## config.mk

```make
export PLATFORM = sky130hd
export DESIGN_NAME = mem_wb_ctrl
export DESIGN_NICKNAME = d
export VERILOG_FILES = /design/src/rtl/mem_wb_ctrl.sv
export SDC_FILE = /design/constraint.sdc
export NUM_CORES = 1
export LEC_CHECK = 0
export ABC_CLOCK_PERIOD_IN_PS = 1690
export CAP_MARGIN = 20
export CORE_UTILIZATION = 27
export CTS_CLUSTER_SIZE = 30
export DETAILED_ROUTE_END_ITERATION = 7
export MAX_ROUTING_LAYER = met4
export REMOVE_ABC_BUFFERS = 1
export SLEW_MARGIN = 0
export SYNTH_ARGS = -nofsm -noshare
export SYNTH_HDL_FRONTEND = slang
export SYNTH_SLANG_ARGS = --single-unit
```

## constraint.sdc

```tcl
create_clock -name clk -period 1.69 [get_ports clk]
set_clock_uncertainty 0.2 [all_clocks]
set_input_delay 0.338 -clock clk [delete_from_list [all_inputs] [get_ports clk]]
set_output_delay 0.338 -clock clk [all_outputs]
set_load 0.02 [all_outputs]
```

## src/rtl/mem_wb_ctrl.sv

```systemverilog
// M-stage data-memory controller (req/ack handshake) and MEM/WB pipeline register.
// Optional wait-cycle watchdog enabled by defining DM_TIMEOUT_EN.
module mem_wb_ctrl #(
    parameter int pc_size   = 18,
    parameter int data_size = 32,
    parameter int addr_size = 16,
    parameter int TIMEOUT   = 255
) (
    input  logic                 clk,
    input  logic                 rst,
    input  logic                 M_MemtoReg,
    input  logic                 M_RegWrite,
    input  logic                 M_MemWrite,
    input  logic                 M_Jal,
    input  logic [data_size-1:0] M_ALU_result,
    input  logic [data_size-1:0] M_Rt_data,
    input  logic [pc_size-1:0]   M_PCplus8,
    input  logic [4:0]           M_WR_out,
    output logic                 dm_req,
    output logic                 dm_we,
    output logic [addr_size-1:0] dm_addr,
    output logic [data_size-1:0] dm_wdata,
    input  logic                 dm_ack,
    input  logic [data_size-1:0] dm_rdata,
    output logic                 stall,
    output logic                 WB_RegWrite,
    output logic [4:0]           WB_WR_out,
    output logic [data_size-1:0] WB_WD,
    output logic                 dm_err
);

    typedef enum logic [1:0] {
        IDLE,
        WAIT,
        DONE
    } state_t;

    state_t               state_reg;
    logic [data_size-1:0] rdata_reg;
    logic                 mem_op;
    logic                 stall_int;
    logic                 timeout_hit;

    assign mem_op = M_MemtoReg | M_MemWrite;

    always_comb begin
        stall_int = 1'b0;
        case (state_reg)
            IDLE:    stall_int = mem_op;
            WAIT:    stall_int = 1'b1;
            default: stall_int = 1'b0;
        endcase
    end

    // Gated by reset so a held memory instruction cannot stall the pipe while in reset.
    assign stall = rst & stall_int;

`ifdef DM_TIMEOUT_EN
    localparam int CNT_W = ($clog2(TIMEOUT + 1) > 8) ? $clog2(TIMEOUT + 1) : 8;

    logic [CNT_W-1:0] wait_cnt_reg;

    assign timeout_hit = (state_reg == WAIT) && (wait_cnt_reg == CNT_W'(TIMEOUT - 1));

    always_ff @(negedge clk or negedge rst) begin
        if (!rst) begin
            wait_cnt_reg <= '0;
            dm_err       <= 1'b0;
        end else begin
            if (state_reg == WAIT && !dm_ack)
                wait_cnt_reg <= wait_cnt_reg + 1'b1;
            else
                wait_cnt_reg <= '0;
            if (timeout_hit && !dm_ack)
                dm_err <= 1'b1;
        end
    end
`else
    logic unused_timeout;

    assign unused_timeout = (TIMEOUT != 0);
    assign timeout_hit    = 1'b0;
    assign dm_err         = 1'b0;
`endif

    always_ff @(negedge clk or negedge rst) begin
        if (!rst) begin
            state_reg   <= IDLE;
            dm_req      <= 1'b0;
            dm_we       <= 1'b0;
            dm_addr     <= '0;
            dm_wdata    <= '0;
            rdata_reg   <= '0;
            WB_RegWrite <= 1'b0;
            WB_WR_out   <= '0;
            WB_WD       <= '0;
        end else begin
            case (state_reg)
                IDLE: begin
                    if (mem_op) begin
                        dm_addr   <= M_ALU_result[addr_size+1:2];
                        dm_wdata  <= M_Rt_data;
                        dm_we     <= M_MemWrite;
                        dm_req    <= 1'b1;
                        state_reg <= WAIT;
                    end
                end
                WAIT: begin
                    if (dm_ack) begin
                        rdata_reg <= dm_rdata;
                        dm_req    <= 1'b0;
                        state_reg <= DONE;
                    end else if (timeout_hit) begin
                        rdata_reg <= '0;
                        dm_req    <= 1'b0;
                        state_reg <= DONE;
                    end
                end
                default: state_reg <= IDLE;
            endcase

            // A stalled edge inserts a bubble so the instruction writes back exactly once.
            if (stall_int) begin
                WB_RegWrite <= 1'b0;
            end else begin
                WB_RegWrite <= M_RegWrite;
                WB_WR_out   <= M_WR_out;
                if (M_Jal)
                    WB_WD <= {{(data_size - pc_size){1'b0}}, M_PCplus8};
                else if (M_MemtoReg)
                    WB_WD <= rdata_reg;
                else
                    WB_WD <= M_ALU_result;
            end
        end
    end

endmodule

```

==> implementation parameters, run 1 <==
Parameter                              Value

Synthesis
  Sequential share of the synthesized area ... 59.3%
  Share of Yosys cell area claimed by the top area cell type ... 59.3%
  Commonest cells in the netlist ... 122 x dfrtn_1, 106 x mux2_2, 32 x mux2i_1
  Mean area per synthesized cell ... 14.4 sq um
  Area leader, netlist ... dfrtn_1
  Top-count cell post-synth ... dfrtn_1
  Number of distinct standard cells referenced by the synthesized netlist ... 23
  Async SR Flop Fraction ... 100%
  Number of synthesis warnings ... 0
  Leading cell types by total area after synthesis ... dfrtn_1 59%, mux2_2 23%, mux2i_1 6.2%, mux2_4 2.3%, o21ai_0 1.7%
  Number of synthesized register bits ... 122
  Top flip-flop cell by instance count after synthesis ... dfrtn_1
  Total standard cell area after synthesis ... 5150 sq um
  Post-synthesis cell count ... 357
  Post-synth EDFFs ... 0

CTS
  Root cell of the clock tree ... clkbuf_16
  Worst-skew pair later-pin latency ... 380 ps
  CTS H-tree lvls ... 4
  Clock tree from TritonCTS ... done
  Maximum buffer depth of the clock tree ... 2
  Post-CTS Hold Fix Bufs ... 0
  Clock slew at the register clock pins of the worst setup and hold paths ... 40 ps
  Clock buffer count from CTS ... 17
  Number of sinks on the clock net ... 122

Timing
  Pins over their slew limit ... 0
  Aggregate negative setup slack ... -101770 ps
  Fin. Hold Viols ... 0
  Setup slack after layout ... -952 ps
  Final count of negative-setup-slack endpoints ... 209
  RSZ-0062 raised after global routing ... yes

GRT
  Global-route wire length before repair ... 24800 um
  Layer with the highest usage ... met2
  Vias in the first global route ... 4424
  Routing usage on met1 ... 21.7%
  Met2 layer usage reported by global route ... 26.9%
  Pin count of the biggest net entering global routing ... 39
  Antenna violations before repair ... 0
  Residual overflow from global routing ... 0
  Global Route Usage Sum ... 17.4%
  Grt met3 use ... 5.47%

Pwr
  Power per Cell Area ... 1830 nW/um^2
  Static leakage ... 4.22 nW
  Worst-case vdd ir drop ... 959 uV

Setup path
  Startpoint types ... register
  Slowest stage delay, CP ... 380 ps
  Crit path buffers/inverters ... 1
  CP Max Fanout ... 2
  Worst path cell trace ... nor3_4 -> nor2_4 -> and2_4 -> buf_6
  Kind of capture point of the worst setup path ... output pin
  Register-to-Register Path Depth ... 7
  Cell count along the critical path ... 4
  Endpoint required time on the critical path ... 1150 ps
  Critical path arrival ... 2100 ps
  Cell family with most CP delay ... flip-flops
  Category of the most critical setup path ... register to output pin
  Slowest CP cell ... dfrtn_1

Floorplan
  Chip Height ... 140 um
  Core Region ... 18700 sq um
  Placement row count ... 50
  Die Footprint ... 19600 sq um
  I/O pin count ... 216
  Initial core utilization ... 27.5%
  Die span in x ... 140 um

Final layout
  Final Net Count ... 748
  Share of post-route cells with drive strength above 1 ... 47.4%
  Layout fillers ... 1628
  Final Instance Area ... 9130 sq um
  Non-filler cells, final ... 867
  Diodes inserted ... 0
  Layout area overhead ... 77.3%

Place
  Number of port buffers ... 214
  Cell Area, Placed ... 7800 sq um
  HPWL reported at the end of detailed placement ... 9990 um
  Total placed cells including tap cells ... 808
  Placer's final routability congestion estimate ... 0.740

Min path
  Min-Delay Path Class ... register to register
  Hold path cells ... 1

Routing
  Final routed DRC violation total ... 0
  Via/cell ratio ... 4.45
  Number of nets with antenna violations after routing ... 0
  Initial detailed-routing violation count ... 95
  Detailed Route WL ... 15600 um
  Per-cell routed wire length ... 18.0 um
  Via count ... 3854
  Router iterations before antenna repair ... 4

Outcome
  Violations in the final reports ... negative setup slack
  Result of the run ... finished, violations left

Run
  Max-cap violations ... 0
worst reg2reg max path: stages, from the launching register on:
cell and delay [ps]:
dfrtn_1 380, buf_4 160, nor2_1 140, o21a_4 190
buf_12 140, buf_12 120, buf_16 120, mux2_2 320
layer usage:
layer  up-vias  routed length [um]
met3        10                1070
met1      1918                6950
li1       1777                   -
met5         -                   0
met4         0                 119
met2       149                7450
area by class of cell:
cell class | count | area [sq um] | area share, %
clock buffer | 22 | 484 | 5.30
sequential | 122 | 3050 | 33.4
clock inverter | 8 | 118 | 1.29
multi-input combinational | 211 | 2120 | 23.2
tap | 234 | 293 | 3.21
inverter | 1 | 3.75 | 0.0411
timing repair buffer | 269 | 3060 | 33.5
metrics by stage:
step	hold slack (ps)	setup slack, ps	power [mW]	util, %
after floorplan	240	-2410	8.27	-
after global placement	225	-1210	11.5	41.7
after detailed placement	229	-1250	11.6	41.7
after CTS	256	-985	16.9	48.8
after global routing	265	-998	17.6	48.8
final	257	-952	16.7	48.8
path summary, 6_finish.rpt:
path / startpoint / end / slack [ps]
setup / recovery: state_reg[0] / stall / -950
hold / removal: rdata_reg[19] / rdata_reg[19] / 260
setup reg to reg: state_reg[0] / dm_wdata[15] / -230
hold reg to reg: rdata_reg[19] / rdata_reg[19] / 260
max in group asynchronous: rst / WB_WD[11] / 440
min in group asynchronous: rst / WB_RegWrite / 420
cell families (layout without fill, tap and decap cells):
family | count (synthesis) | in the layout | synth area share, %
AND/OR/NAND/NOR | 39 | 39 | 3.14
buffers and inverters | 24 | 300 | 2.75
multiplexers | 149 | 149 | 32.4
flip-flops | 122 | 122 | 59.3
AO/OA/AOI/OAI | 22 | 22 | 2.36
other | 1 | 1 | 0.0728
repair_timing:
item                                    in CTS  in global routing
endpoints found under the setup margin     211                209
gates cloned                                10                  0
pin swaps                                    5                  2
buffers inserted                            16                  9
resized for setup                          594                 13
layout by cell type (no fill, tap or decap):
master           netlist  final
o21ai_0               17     17
nor2_4                 0      1
buf_12                 0     19
mux2i_1               32     32
clkdlybuf4s50_1        0    119
clkinvlp_4             0      1
mux2_1                 3      1
a22o_1                 1      1
buf_16                 0      7
mux2_2               106     71
clkbuf_16              0     17
clkinv_2               0      4
buf_4                  2     28
buf_2                 11      1
clkbuf_1               6      1
nor2_1                16     15
conb_1                 1      1
and2_4                 0      1
dlymetal6s2s_1         0      1
nand3b_1               1      1
nor2b_2                0      1
buf_6                  4     92
nor3_4                 0      1
mux2_4                 8     45
o21a_4                 0      1
bufinv_16              0      3
a21o_1                 1      1
o21ai_1                1      1
clkbuf_8               0      4
inv_2                  0      1
buf_8                  0      2
a211oi_1               1      1
nand2_1               19     19
dfrtn_1              122    122
power by group:
part | total [mW] | leakage (nW) | switching, mW | internal, mW
Sequential | 5.44 | 1.45 | 0.984 | 4.46
Clock | 3.72 | 0.298 | 1.27 | 2.45
Combinational | 7.59 | 2.48 | 3.03 | 4.56
(Power assumes the default switching activity.)
==> run 2: changes to the inputs <==
- CORE_UTILIZATION: 27 -> 39
- PLACE_DENSITY: not set -> 0.77
==> run 2 against run 1 <==
The flow still finishes with violations (negative setup slack). Sequential power rose by 0.7%. Sequential cell count did not move. Die area fell by 30%. Setup slack got worse by 170 ps. Power rose by 4.6%. Sequential share of layout area fell by 1.4 points. Via count rose by 8.7%. Critical path type unchanged. Critical path depth rose by 1.
==> implementation parameters, run 2 (same netlist as run 1, synthesis figures left out) <==
Parameter                              Value

Outcome
  Result of the run ... finished, violations left
  Violations in the final reports ... negative setup slack

CTS
  Post-CTS Hold Fix Bufs ... 0
  Root cell of the clock tree ... clkbuf_16
  Maximum buffer depth of the clock tree ... 2
  Worst-skew pair later-pin latency ... 390 ps
  CTS H-tree lvls ... 4
  Number of sinks on the clock net ... 122
  Clock tree from TritonCTS ... done
  Clock slew at the register clock pins of the worst setup and hold paths ... 40 ps
  Clock buffer count from CTS ... 17

Pwr
  Power per Cell Area ... 1840 nW/um^2
  Static leakage ... 4.51 nW
  Power dissipated by switching net loads ... 5.59 mW
  Net switching fraction of the power ... 31.9%
  Worst-case vdd ir drop ... 1140 uV
  Post-route total power ... 17.5 mW
  Sequential cell fraction of total power ... 31.3%
  Combinational power share ... 48.0%
  Internal Power ... 11.9 mW
  Clock power frac ... 20.8%

Final layout
  Fraction of the core area covered by cells at the end of the flow ... 75.0%
  Final Net Count ... 791
  Highest-count cells in the layout ignoring fill and taps ... 122 x dfrtn_1, 120 x clkdlybuf4s50_1, 97 x buf_6, 65 x mux2_2, 58 x buf_4
  Layout area overhead ... 85.2%
  Most common cell after layout, fill and taps aside ... dfrtn_1
  Diodes inserted ... 0
  Non-filler cells, final ... 850
  Share of post-route cells with drive strength above 1 ... 51.0%

Floorplan
  Placement row count ... 41
  Chip Height ... 117 um
  Initial core utilization ... 40.5%
  Die span in x ... 117 um
  Core Region ... 12700 sq um
  Die Footprint ... 13700 sq um
  I/O pin count ... 216

GRT
  Pin count of the biggest net entering global routing ... 28
  Antenna violations before repair ... 0
  Global Route Usage Sum ... 25.0%
  Global-route wire length before repair ... 24000 um
  Vias in the first global route ... 4521
  Residual overflow from global routing ... 0

Routing
  Initial detailed-routing violation count ... 168
  Detailed Route WL ... 17200 um
  Number of nets with antenna violations after routing ... 0
  Per-cell routed wire length ... 20.3 um
  Final routed DRC violation total ... 0
  Via/cell ratio ... 4.93
  Router iterations before antenna repair ... 4
  Via count ... 4189

Min path
  Min-Delay Path Class ... register to register

Setup path
  Category of the most critical setup path ... register to output pin
  CP Max Fanout ... 2
  Startpoint types ... register
  Critical path arrival ... 2270 ps
  Kind of capture point of the worst setup path ... output pin
  Endpoint required time on the critical path ... 1150 ps

Timing
  RSZ-0062 raised after global routing ... yes
  Pins over their slew limit ... 0
  Final count of negative-setup-slack endpoints ... 210
  Setup slack after layout ... -1120 ps
  Aggregate negative setup slack ... -116840 ps
  Fin. Hold Viols ... 0

Place
  Number of port buffers ... 214
  Dpl ws ... -1220 ps
  HPWL reported at the end of detailed placement ... 10000 um
  Total placed cells including tap cells ... 751
  Placer's final routability congestion estimate ... 0.746

Run
  Max-cap violations ... 0
## run 2: repair_timing
action,4_1_cts,5_1_grt
pin swaps,3,1
resized for setup,589,66
endpoints found under the hold margin,0,0
cloned,9,5
setup endpoints to repair,211,211
buffers inserted,27,32
## run 2: final cells by class
type | count | area (sq um)
clock buffers | 25 | 505
fillers | 820 | 3190
flip-flops and latches | 122 | 3050
repair buffers | 312 | 3510
clock inverters | 7 | 87.6
multi-input cells | 211 | 2160
inverters | 1 | 3.75
well taps | 172 | 215
## run 2: stage by stage
stage	cell area, sq um	hold slack [ps]
final	9540	260
after global routing	9540	277
after CTS	9040	254
after detailed placement	7690	236
after global placement	7690	223
after floorplan	5010	240
## run 2: routing by layer
metal	vias to the layer above	share of wire, %	wire length, um	track usage [%]
li1	1878	-	-	-
met1	2080	39	6700	27.9
met2	185	51	8780	41.7
met3	46	7.2	1240	7.31
met4	0	2.9	503	10.6
met5	-	0	0	-
## run 2: power by group through the flow
stage | Clock (mW) | Sequential, mW | Combinational (mW)
2_1_floorplan | 0 | 6.37 | 1.90
3_3_place_gp | 0 | 5.14 | 6.20
3_5_place_dp | 0 | 5.24 | 6.33
4_1_cts | 3.67 | 5.42 | 7.62
5_1_grt | 3.84 | 5.63 | 8.84
6_report | 3.64 | 5.48 | 8.41
## run 2: path summary, 6_finish.rpt
kind,startpoint,to,slack [ps],depth (start not counted)
max in group asynchronous,rst,dm_addr[1],400,3
min in group asynchronous,rst,WB_WR_out[0],480,2
worst min register to register,rdata_reg[22],rdata_reg[22],260,1
worst min-delay path,rdata_reg[22],rdata_reg[22],260,1
worst max register to register,state_reg[0],dm_addr[0],-400,7
worst max-delay path,state_reg[0],stall,-1120,5
## run 2: critical path: stages (launching register included)
cell,delay [ps]
dfrtn_1,380
nor3_4,180
nor2_4,80
buf_12,130
and2_4,150
buf_6,120
